<file path="src/rtl/m_shiftreg_pkg.sv">
// Shared definitions for the SIPO/PISO serial link: FSM encodings and default word width.
package m_shiftreg_pkg;

  localparam logic ST_IDLE  = 1'b0;
  localparam logic ST_SHIFT = 1'b1;

  localparam int SR_WIDTH = 4;

  typedef enum logic {
    S_IDLE  = ST_IDLE,
    S_SHIFT = ST_SHIFT
  } shift_state_e;

endpackage

</file>
<file path="src/rtl/m_loadcounter.sv">
// Loadable down-counter with a zero flag; holds at zero instead of wrapping.
module m_loadcounter #(
  parameter int W = 2
) (
  input  logic         CLK,
  input  logic         RST,
  input  logic         LOAD,
  input  logic         DEC,
  input  logic [W-1:0] D,
  output logic [W-1:0] Q,
  output logic         ZERO
);

  logic [W-1:0] cnt_d;
  logic [W-1:0] cnt_q;

  always_comb begin
    cnt_d = cnt_q;
    if (LOAD) begin
      cnt_d = D;
    end else if (DEC && (cnt_q != '0)) begin
      cnt_d = cnt_q - 1'b1;
    end
  end

  always_ff @(posedge CLK) begin
    if (RST) begin
      cnt_q <= '0;
    end else begin
      cnt_q <= cnt_d;
    end
  end

  assign Q    = cnt_q;
  assign ZERO = (cnt_q == '0);

endmodule

</file>
<file path="src/rtl/m_pisoregister.sv">
// Parallel-in serial-out transmitter: takes a word on a valid/ready load port and
// shifts it out one bit per clock, with back-to-back words and no idle gap.
module m_pisoregister
  import m_shiftreg_pkg::*;
#(
  parameter int WIDTH     = SR_WIDTH,
  parameter bit MSB_FIRST = 1'b1
) (
  input  logic             CLK,
  input  logic             CLR,
  input  logic [WIDTH-1:0] PI,
  input  logic             LOAD_VALID,
  output logic             LOAD_READY,
  output logic             SO,
  output logic             SO_VALID,
  output logic             DONE
);

  localparam int CW = $clog2(WIDTH);
  localparam logic [CW-1:0] CNT_LAST = CW'(WIDTH - 1);

  shift_state_e     state_d, state_q;
  logic [WIDTH-1:0] shreg_d, shreg_q;
  logic [WIDTH-1:0] shreg_next;
  logic [CW-1:0]    cnt_val;
  logic             cnt_zero;
  logic             cnt_load;
  logic             cnt_dec;
  logic             in_shift;
  logic             last_bit;
  logic             accept;

  assign in_shift = (state_q == S_SHIFT);
  assign last_bit = in_shift && cnt_zero;

  // Ready only from registered state, so nothing combinational reaches the outputs.
  assign LOAD_READY = !in_shift || cnt_zero;
  assign accept     = LOAD_VALID && LOAD_READY && !CLR;

  always_comb begin
    shreg_next = '0;
    if (MSB_FIRST) begin
      shreg_next = {shreg_q[WIDTH-2:0], 1'b0};
    end else begin
      shreg_next = {1'b0, shreg_q[WIDTH-1:1]};
    end
  end

  always_comb begin
    state_d  = state_q;
    shreg_d  = shreg_q;
    cnt_load = accept;
    cnt_dec  = in_shift && (cnt_val != '0);
    case (state_q)
      S_IDLE: begin
        if (accept) begin
          shreg_d = PI;
          state_d = S_SHIFT;
        end
      end
      S_SHIFT: begin
        shreg_d = shreg_next;
        if (cnt_zero) begin
          if (accept) begin
            shreg_d = PI;
          end else begin
            state_d = S_IDLE;
          end
        end
      end
      default: begin
        state_d = S_IDLE;
      end
    endcase
  end

  always_ff @(posedge CLK) begin
    if (CLR) begin
      state_q <= S_IDLE;
      shreg_q <= '0;
    end else begin
      state_q <= state_d;
      shreg_q <= shreg_d;
    end
  end

  m_loadcounter #(
    .W(CW)
  ) u_cnt (
    .CLK (CLK),
    .RST (CLR),
    .LOAD(cnt_load),
    .DEC (cnt_dec),
    .D   (CNT_LAST),
    .Q   (cnt_val),
    .ZERO(cnt_zero)
  );

  assign SO       = in_shift && (MSB_FIRST ? shreg_q[WIDTH-1] : shreg_q[0]);
  assign SO_VALID = in_shift;
  assign DONE     = last_bit;

endmodule
</file>
<file path="config.mk">
export PLATFORM = sky130hd
export DESIGN_NAME = m_pisoregister
export DESIGN_NICKNAME = d
export VERILOG_FILES = /design/src/rtl/m_shiftreg_pkg.sv /design/src/rtl/m_loadcounter.sv /design/src/rtl/m_pisoregister.sv
export SDC_FILE = /design/constraint.sdc
export NUM_CORES = 1
export LEC_CHECK = 0
export ABC_AREA = 0
export ABC_CLOCK_PERIOD_IN_PS = 1400
export CELL_PAD_IN_SITES_DETAIL_PLACEMENT = 1
export CELL_PAD_IN_SITES_GLOBAL_PLACEMENT = 1
export CORE_AREA = 3 3 40 42
export DETAILED_ROUTE_END_ITERATION = 12
export DIE_AREA = 0 0 43 45
export GPL_TIMING_DRIVEN = 0
export PLACE_DENSITY = 0.7
export SETUP_SLACK_MARGIN = 0.1
export SKIP_LAST_GASP = 1
export SLEW_MARGIN = 20
export SYNTH_ARGS = -nofsm -noshare
export SYNTH_HDL_FRONTEND = slang
export SYNTH_SLANG_ARGS = --single-unit
</file>
<file path="constraint.sdc">
create_clock -name CLK -period 1.4 [get_ports CLK]
set_input_delay 0.28 -clock CLK [delete_from_list [all_inputs] [get_ports CLK]]
set_output_delay 0.28 -clock CLK [all_outputs]
set_load 0.01 [all_outputs]
</file>
After elaboration in Yosys (flattened, before gate mapping)
Index checks and enable logic that the tools add are counted.
{"block": "totals", "regBits": 7, "latchBits": 0, "ram_bits": 0, "romBits": 0, "n_memories": 0}
{"block": "op_classes", "add_sub_neg": 1, "n_mul": 0, "div": 0, "order_cmp": 0, "eq_ne": 1, "shifts": 0, "mux": 9, "bitwise": 1, "n_reduce_logical": 12}
{"operator": "4-bit 2-to-1 mux", "count": 3}
{"operator": "4-bit case mux with 2 select lines", "count": 1}
{"operator": "1-bit logical AND", "count": 6}
{"operator": "2-bit 2-to-1 mux", "count": 2}
{"operator": "2-bit nonzero test", "count": 2}
{"operator": "1-bit logical NOT", "count": 2}
{"operator": "2-bit logical NOT", "count": 1}
{"operator": "1-bit 2-to-1 mux", "count": 2}
{"operator": "2-bit != test, second input constant", "count": 1}
{"operator": "1-bit case mux with 2 select lines", "count": 1}
{"operator": "2-bit by 1-bit subtractor with 2-bit output, second input constant", "count": 1}
{"operator": "1-bit logical OR", "count": 1}
{"operator": "1-bit inverter", "count": 1}

Longest topological paths before layout
Gate-level depths: netlist (run 1).
{"block": "logic_depth", "word_depth": 7, "mapped_depth": 5}

By module
Synthesis (run 1) repeated with hierarchy kept, for this count alone.
{"block": "unflattened", "cells_unflattened": 43, "hier_area_um2": 384.1}
{"mod": "m_pisoregister", "instances": 1, "cells_per_inst": 29, "area_per_inst_um2": 257.7, "seq_area_each_um2": 100.1}
{"mod": "m_loadcounter", "instances": 1, "cells_per_inst": 14, "area_per_inst_um2": 126.4, "seq_area_each_um2": 40.0}

Worst setup path before layout (run 1)
Ideal clock, no wire load.
{"block": "synth_timing", "path_type": "flip-flop to output port", "start": "register u_cnt.cnt_q[0] (netlist: u_cnt.Q[0])", "end": "output LOAD_READY", "arrival_ns": 0.973, "required_ns": 1.120, "setup_slack_ns": 0.147, "stages_incl_launch_ff": 5, "path_cell_list": "dfxtp_1 inv_1 ha_1 and2b_1 inv_1"}
{"block": "synth_between", "elab_chain_len": 2}
{"element": "start, declared", "line": "m_loadcounter.sv:15", "rtl": "logic [W-1:0] cnt_q;"}
{"element": "start signal, assigned", "line": "m_loadcounter.sv:30", "rtl": "cnt_q <= cnt_d;"}
{"element": "2-bit logical NOT", "line": "m_loadcounter.sv:35", "rtl": "assign ZERO = (cnt_q == '0);"}
{"element": "1-bit logical OR", "line": "m_pisoregister.sv:37", "rtl": "assign LOAD_READY = !in_shift || cnt_zero;"}
{"element": "end, declared", "line": "m_pisoregister.sv:13", "rtl": "output logic LOAD_READY,"}
Every way passes these cells.

Final worst setup path (run 1)
Same ends and word-level chain as after synthesis.

==> parameters.txt, run 1 <==
Parameter                              Value

Outcome
  Failing checks ... negative setup slack
  Outcome ... finished with violations

Worst setup path
  Arrival @ worst endpoint ... 1140 ps
  Number of buffers and inverters on the critical path ... 3
  CP top delay family ... flip-flops
  Slowest cell delay on critical path ... 330 ps
  Crit. End Element ... primary output
  Class of the most critical setup path ... reg -> out
  Slowest cell on crit path ... sky130_fd_sc_hd__dfxtp_2
  CP required ... 1120 ps
  CP cell instances ... inv_2 > ha_4 > and2b_2 > inv_2 > buf_6
  Critical Path Start Type ... flip-flop
  Cell mode on critical path ... sky130_fd_sc_hd__inv_2
  Crit-path max FO ... 4

Power
  Max VDD drop ... 0.496 mV
  Share of power burned in the clock network ... 31.9%
  Total net switching power ... 0.148 mW
  PwrDens ... 997 nW/um2
  Comb power frac ... 27.1%
  Total power ... 0.566 mW
  Cell Int Power ... 0.418 mW
  Share of total power consumed by net switching ... 26.2%
  Reported leakage power ... 0.253 nW
  Power share of the sequential group ... 40.9%

Timing
  Max-slew headroom at the worst pin ... 82.1%
  Final hold violation count ... 0
  Min Clock Period, post-route ... 1420 ps
  Final worst path period share ... 101%
  Slew at the pin closest to its max-slew limit ... 267 ps
  Final setup violation count ... 2
  Achievable clock frequency ... 705 MHz
  Clock skew ... 0.106 ps
  Sum Neg Setup Slack ... -19.2 ps
  RSZ-0062 raised after global routing ... yes
  Final count of pins violating max slew ... 0
  Worst hold margin ... 313 ps
  Setup ws final ... -19.2 ps

Synthesis
  Cell types with the highest counts after synthesis ... sky130_fd_sc_hd__nor2_1 (9), sky130_fd_sc_hd__dfxtp_1 (7)
  Synth warn ... 0
  Flops & latches, synth ... 7
  Proportion of netlist area held by the largest area contributor ... 39.6%
  Count of flip-flops with a built-in enable after synthesis ... 0
  Most common cell in the netlist ... sky130_fd_sc_hd__nor2_1
  Number of distinct library cell variants in the gate-level netlist after synthesis ... 18
  Post-synthesis net count ... 51
  Synthesized cell area ... 354 um2
  Library cell with the largest summed area after synthesis ... sky130_fd_sc_hd__dfxtp_1
  Portion of the post-synthesis area used by sequential elements ... 39.6%
  Proportion of register bits with asynchronous set or reset after synthesis ... 0%
  Top post-synthesis cells by area ... sky130_fd_sc_hd__dfxtp_1 (40%), sky130_fd_sc_hd__nor2_1 (9.5%), sky130_fd_sc_hd__o221a_2 (9.5%)
  Top flip-flop cell by instance count after synthesis ... sky130_fd_sc_hd__dfxtp_1
  Post-synthesis average cell area ... 8.23 um2
  Number of standard cells after synthesis ... 43

Detailed routing
  Antenna Nets Post-Route ... 0
  Routed length per placed instance ... 11.1 um
  DRT Pass-1 Iters ... 3
  Total Wirelength ... 868 um
  Mean number of vias per cell ... 4.63
  DRC violation count after routing ... 0
  Count of vias placed by the detailed router ... 361
  Number of violations reported at the end of detailed-routing iteration 0 ... 2

Placement
  Dpl hpwl ... 563 um
  Placer's final routability congestion estimate ... 0.596
  Number of port buffers ... 9
  Placed Cells ... 67

GRT
  Antenna violations before repair ... 0
  Via count of the first global-routing pass ... 371
  Pin count of the biggest net entering global routing ... 11
  Global-route wire length before repair ... 1.61 mm
  GR Util All Layers ... 11.3%
  Total gr overflow ... 0

Clock network
  CTS HTree Levels ... 1
  Post-CTS clock slew at the launch and capture registers of the worst setup and hold paths ... 50 ps
  Clock sinks ... 7
  TritonCTS clock tree ... built
  Maximum buffer depth of the clock tree ... 2
  Buffer type at the clock tree root ... sky130_fd_sc_hd__clkbuf_4
  CTS Hold Bufs ... 0
  Source-to-sink clock delay at the later pin of the worst-skew pair ... 250 ps
  Num CTS Buffers ... 3

Floorplan
  Overall die width ... 43 um
  Vertical extent of the die ... 45 um
  Total die area ... 1940 um2
  Core outline area ... 1280 um2
  Initial Util ... 27.6%
  Floorplan row count ... 13
  I/O pin cnt ... 11

Final layout
  Share of layout cells above drive strength 1 ... 41.3%
  Post-layout instance count excluding filler cells ... 78
  Antenna Diode Count ... 0
  Number of nets in the layout ... 72
  Relative area change from synthesis to final layout ... 60.4%

Flow run
  Max-cap violations ... 0

Min path
  Worst min path class ... in -> reg
-- cells in the final DEF, fill, tap and decap left out, types with 2 or more instances in the layout --
master / synthesis / routed
sky130_fd_sc_hd__buf_4: 0 / 7
sky130_fd_sc_hd__inv_2: 0 / 3
sky130_fd_sc_hd__o221a_2: 3 / 3
sky130_fd_sc_hd__dfxtp_1: 7 / 4
sky130_fd_sc_hd__nor2_1: 9 / 9
sky130_fd_sc_hd__dfxtp_2: 0 / 2
sky130_fd_sc_hd__buf_6: 0 / 2
sky130_fd_sc_hd__clkbuf_4: 0 / 3
sky130_fd_sc_hd__and2_1: 2 / 2
sky130_fd_sc_hd__and2b_1: 3 / 2
sky130_fd_sc_hd__clkdlybuf4s50_1: 0 / 5
sky130_fd_sc_hd__a21oi_1: 3 / 3
sky130_fd_sc_hd__nor3_1: 2 / 2
-- sequential cells by signal, summed over array words and instances, names as in the netlist --
name	cells
SO_VALID	1
shreg_q	4
u_cnt.Q	2
-- cells by family (layout without fill, tap and decap cells) --
logic type / Yosys count / count (layout) / synth area share (%)
muxes: 1 / 1 / 2.83
DFF: 7 / 7 / 39.6
buffers and inverters: 5 / 25 / 6.00
AOI/OAI and AO/OA: 10 / 10 / 21.6
adders and majority gates: 1 / 1 / 3.53
and+or+nand+nor: 19 / 19 / 26.5
-- stage by stage --
step / area (um2) / util [%] / setup slack [ps]
finish: 568 / 44.2 / -19.2
global placement: 463 / 36.0 / -392
detailed placement: 463 / 36.0 / -385
floorplan: 354 / - / 147
CTS: 546 / 42.5 / -34.1
global route: 568 / 44.2 / -73.3
-- area by class of cell --
type / count / area, um2
plain buffers: 2 / 16.3
clock buffers: 4 / 26.3
fillers: 156 / 717
inverters: 3 / 11.3
multi-input cells: 31 / 211
flip-flops and latches: 7 / 146
well taps: 15 / 18.8
repair buffers: 16 / 138
-- layer usage --
metal	track usage [%]	part of all wire [%]	up-vias
met5	0	0	-
met2	18.3	43	11
met1	13.6	47	156
li1	-	-	192
met3	3.59	7.6	2
met4	5.42	1.3	0
-- final timing paths --
path	start	end	slack (ps)	cells past startpoint
max	u_cnt.Q[0]	LOAD_READY	-20	5
max reg2reg	u_cnt.Q[0]	u_cnt.Q[1]	0	7
min reg2reg	u_cnt.Q[0]	u_cnt.Q[0]	530	2
min	CLR	u_cnt.Q[1]	310	2
-- power groups by stage --
stage               registers [mW]  clock network (mW)  logic [mW]
finish                       0.232               0.181       0.153
global route                 0.234               0.205       0.171
CTS                          0.231               0.191       0.140
detailed placement           0.236                   0       0.111
global placement             0.236                   0       0.109
floorplan                    0.233                   0      0.0685
-- what timing repair did --
action | in CTS | in global routing
pin swaps | 1 | 1
hold endpoints to repair | 0 | 0
cloned | 0 | 0
buffers inserted | 6 | 1
endpoints found under the setup margin | 7 | 5
resized for setup | 21 | 4
No activity file was read; power rests on OpenSTA's default activity.
==> run 2: changes to the inputs <==
--- a/config.mk
+++ b/config.mk
@@ -12,8 +12,9 @@
 export CORE_AREA = 3 3 40 42
 export DETAILED_ROUTE_END_ITERATION = 12
 export DIE_AREA = 0 0 43 45
+export DONT_BUFFER_PORTS = 1
 export GPL_TIMING_DRIVEN = 0
-export PLACE_DENSITY = 0.7
+export PLACE_DENSITY = 0.56
 export SETUP_SLACK_MARGIN = 0.1
 export SKIP_LAST_GASP = 1
 export SLEW_MARGIN = 20
==> parameters.txt, run 2 (synthesized netlist as in run 1, its figures left out) <==
Parameter                              Value

Outcome
  Outcome ... complete, no violations

Timing
  Achievable clock frequency ... 733 MHz
  Setup ws final ... 36.5 ps
  Min Clock Period, post-route ... 1360 ps
  Final worst path period share ... 97.4%
  Sum Neg Setup Slack ... 0 ps
  Slew at the pin closest to its max-slew limit ... 267 ps
  Final setup violation count ... 0
  Final hold violation count ... 0
  RSZ-0062 raised after global routing ... yes
  Clock skew ... 9.43 ps
  Worst hold margin ... 271 ps
  Max-slew headroom at the worst pin ... 82.1%
  Final count of pins violating max slew ... 0

Detailed routing
  Count of vias placed by the detailed router ... 334
  Antenna Nets Post-Route ... 0
  Total met2 wirelength after detailed routing ... 559 um
  Routed length per placed instance ... 15.1 um
  Total Wirelength ... 995 um
  Topmost layer with routed signal wires ... met3
  Routed met3 length ... 73 um
  DRT Pass-1 Iters ... 3
  Metal-1 WL ... 363 um
  DRC violation count after routing ... 0
  Mean number of vias per cell ... 5.06
  Number of violations reported at the end of detailed-routing iteration 0 ... 2

Final layout
  Share of layout cells above drive strength 1 ... 39.2%
  Max reg flops ... 4
  Antenna Diode Count ... 0
  Relative area change from synthesis to final layout ... 26.1%
  Commonest cells after routing, fill and taps aside ... sky130_fd_sc_hd__nor2_1 (9), sky130_fd_sc_hd__buf_4 (4), sky130_fd_sc_hd__dfxtp_1 (4)
  Register with the highest flop count ... shreg_q
  Most common library cell in the layout ignoring fill and taps ... sky130_fd_sc_hd__nor2_1
  Number of nets in the layout ... 60

Floorplan
  Initial Util ... 27.6%
  I/O pin cnt ... 11
  Overall die width ... 43 um
  Total die area ... 1940 um2
  Floorplan row count ... 13
  Vertical extent of the die ... 45 um
  Core outline area ... 1280 um2

Worst setup path
  Crit. End Element ... primary output
  CP required ... 1120 ps
  Slowest cell on crit path ... sky130_fd_sc_hd__dfxtp_2
  CP cell instances ... inv_2 > ha_4 > and2b_2 > inv_2
  Arrival @ worst endpoint ... 1080 ps
  Critical Path Start Type ... flip-flop
  Class of the most critical setup path ... reg -> out
  Crit-path max FO ... 4
  Cell mode on critical path ... sky130_fd_sc_hd__inv_2
  Slowest cell delay on critical path ... 320 ps
  Worst setup path start ... u_cnt.Q[0]
  Startpoint of the worst-slack reg-to-reg timing path ... u_cnt.Q[0]

GRT
  Antenna violations before repair ... 0
  Pin count of the biggest net entering global routing ... 11
  GR Util All Layers ... 11.4%
  Via count of the first global-routing pass ... 339
  Global-route wire length before repair ... 1.51 mm
  Total gr overflow ... 0

Power
  Reported leakage power ... 0.192 nW
  Total net switching power ... 0.153 mW
  PwrDens ... 1200 nW/um2
  Share of power burned in the clock network ... 35.4%
  Total power ... 0.538 mW
  Share of total power consumed by net switching ... 28.3%
  Max VDD drop ... 0.504 mV
  Power share of the sequential group ... 44.1%
  Cell Int Power ... 0.385 mW
  Comb power frac ... 20.5%

Placement
  Setup slack at placement ... 18.3 ps
  Number of port buffers ... 0
  Dpl hpwl ... 636 um
  Placer's final routability congestion estimate ... 0.656

Clock network
  Num CTS Buffers ... 3
  CTS HTree Levels ... 1
  Source-to-sink clock delay at the later pin of the worst-skew pair ... 260 ps
  Clock sinks ... 7
  Maximum buffer depth of the clock tree ... 2
  Buffer type at the clock tree root ... sky130_fd_sc_hd__clkbuf_4
  Post-CTS clock slew at the launch and capture registers of the worst setup and hold paths ... 50 ps
  TritonCTS clock tree ... built

Min path
  Worst min-delay path startpoint ... PI[0]
  Worst min path class ... in -> reg

Flow run
  Max-cap violations ... 0
==> run 2: per-stage QoR <==
step / std cells / instance area, um2 / util (%)
2_1_floorplan: 43 / 354 / -
3_3_place_gp: 58 / 373 / 29.0
3_5_place_dp: 58 / 373 / 29.0
4_1_cts: 65 / 438 / 34.1
5_1_grt: 66 / 447 / 34.8
6_report: 66 / 447 / 34.8
==> run 2: worst max-delay path, delay by kind of cell (launching register included) <==
kind / cells / cell delay [ps]
adders and majority gates: 1 / 140
and+or+nand+nor: 1 / 240
DFF: 1 / 320
buffers and inverters: 2 / 140
==> run 2: power by group through the flow <==
| stage | Clock, mW | Combinational (mW) | Sequential [mW] |
|---|---|---|---|
| 5_1_grt | 0.220 | 0.124 | 0.239 |
| 3_5_place_dp | 0 | 0.0832 | 0.239 |
| 6_report | 0.190 | 0.110 | 0.237 |
| 4_1_cts | 0.193 | 0.107 | 0.236 |
| 2_1_floorplan | 0 | 0.0685 | 0.233 |
| 3_3_place_gp | 0 | 0.0780 | 0.237 |
==> run 2: final timing paths <==
kind,cells after the start,slack (ps),to
setup / recovery,4,40,LOAD_READY
hold / removal,3,270,shreg_q[0]
setup reg to reg,6,110,u_cnt.Q[1]
hold reg to reg,1,540,shreg_q[1]
==> run 2: metal layers <==
layer | track usage [%] | up-vias
met3 | 7.57 | 0
met2 | 21.3 | 9
met5 | 0 | -
li1 | - | 164
met4 | 3.61 | 0
met1 | 9.86 | 161
==> run 2: repair_timing <==
action,4_1_cts,5_1_grt
hold buffers,0,0
cloned,0,0
resized for setup,8,1
buffers inserted,3,1
setup endpoints to repair,5,5
pin swaps,1,1
==> run 2: area by class of cell <==
| class | instances | area (um2) |
|---|---|---|
| Buffer | 2 | 10.0 |
| Sequential cell | 7 | 144 |
| Timing Repair Buffer | 4 | 30.0 |
| Inverter | 3 | 11.3 |
| Clock buffer | 4 | 26.3 |
| Tap cell | 15 | 18.8 |
| Multi-Input combinational cell | 31 | 206 |
| Fill cell | 159 | 838 |
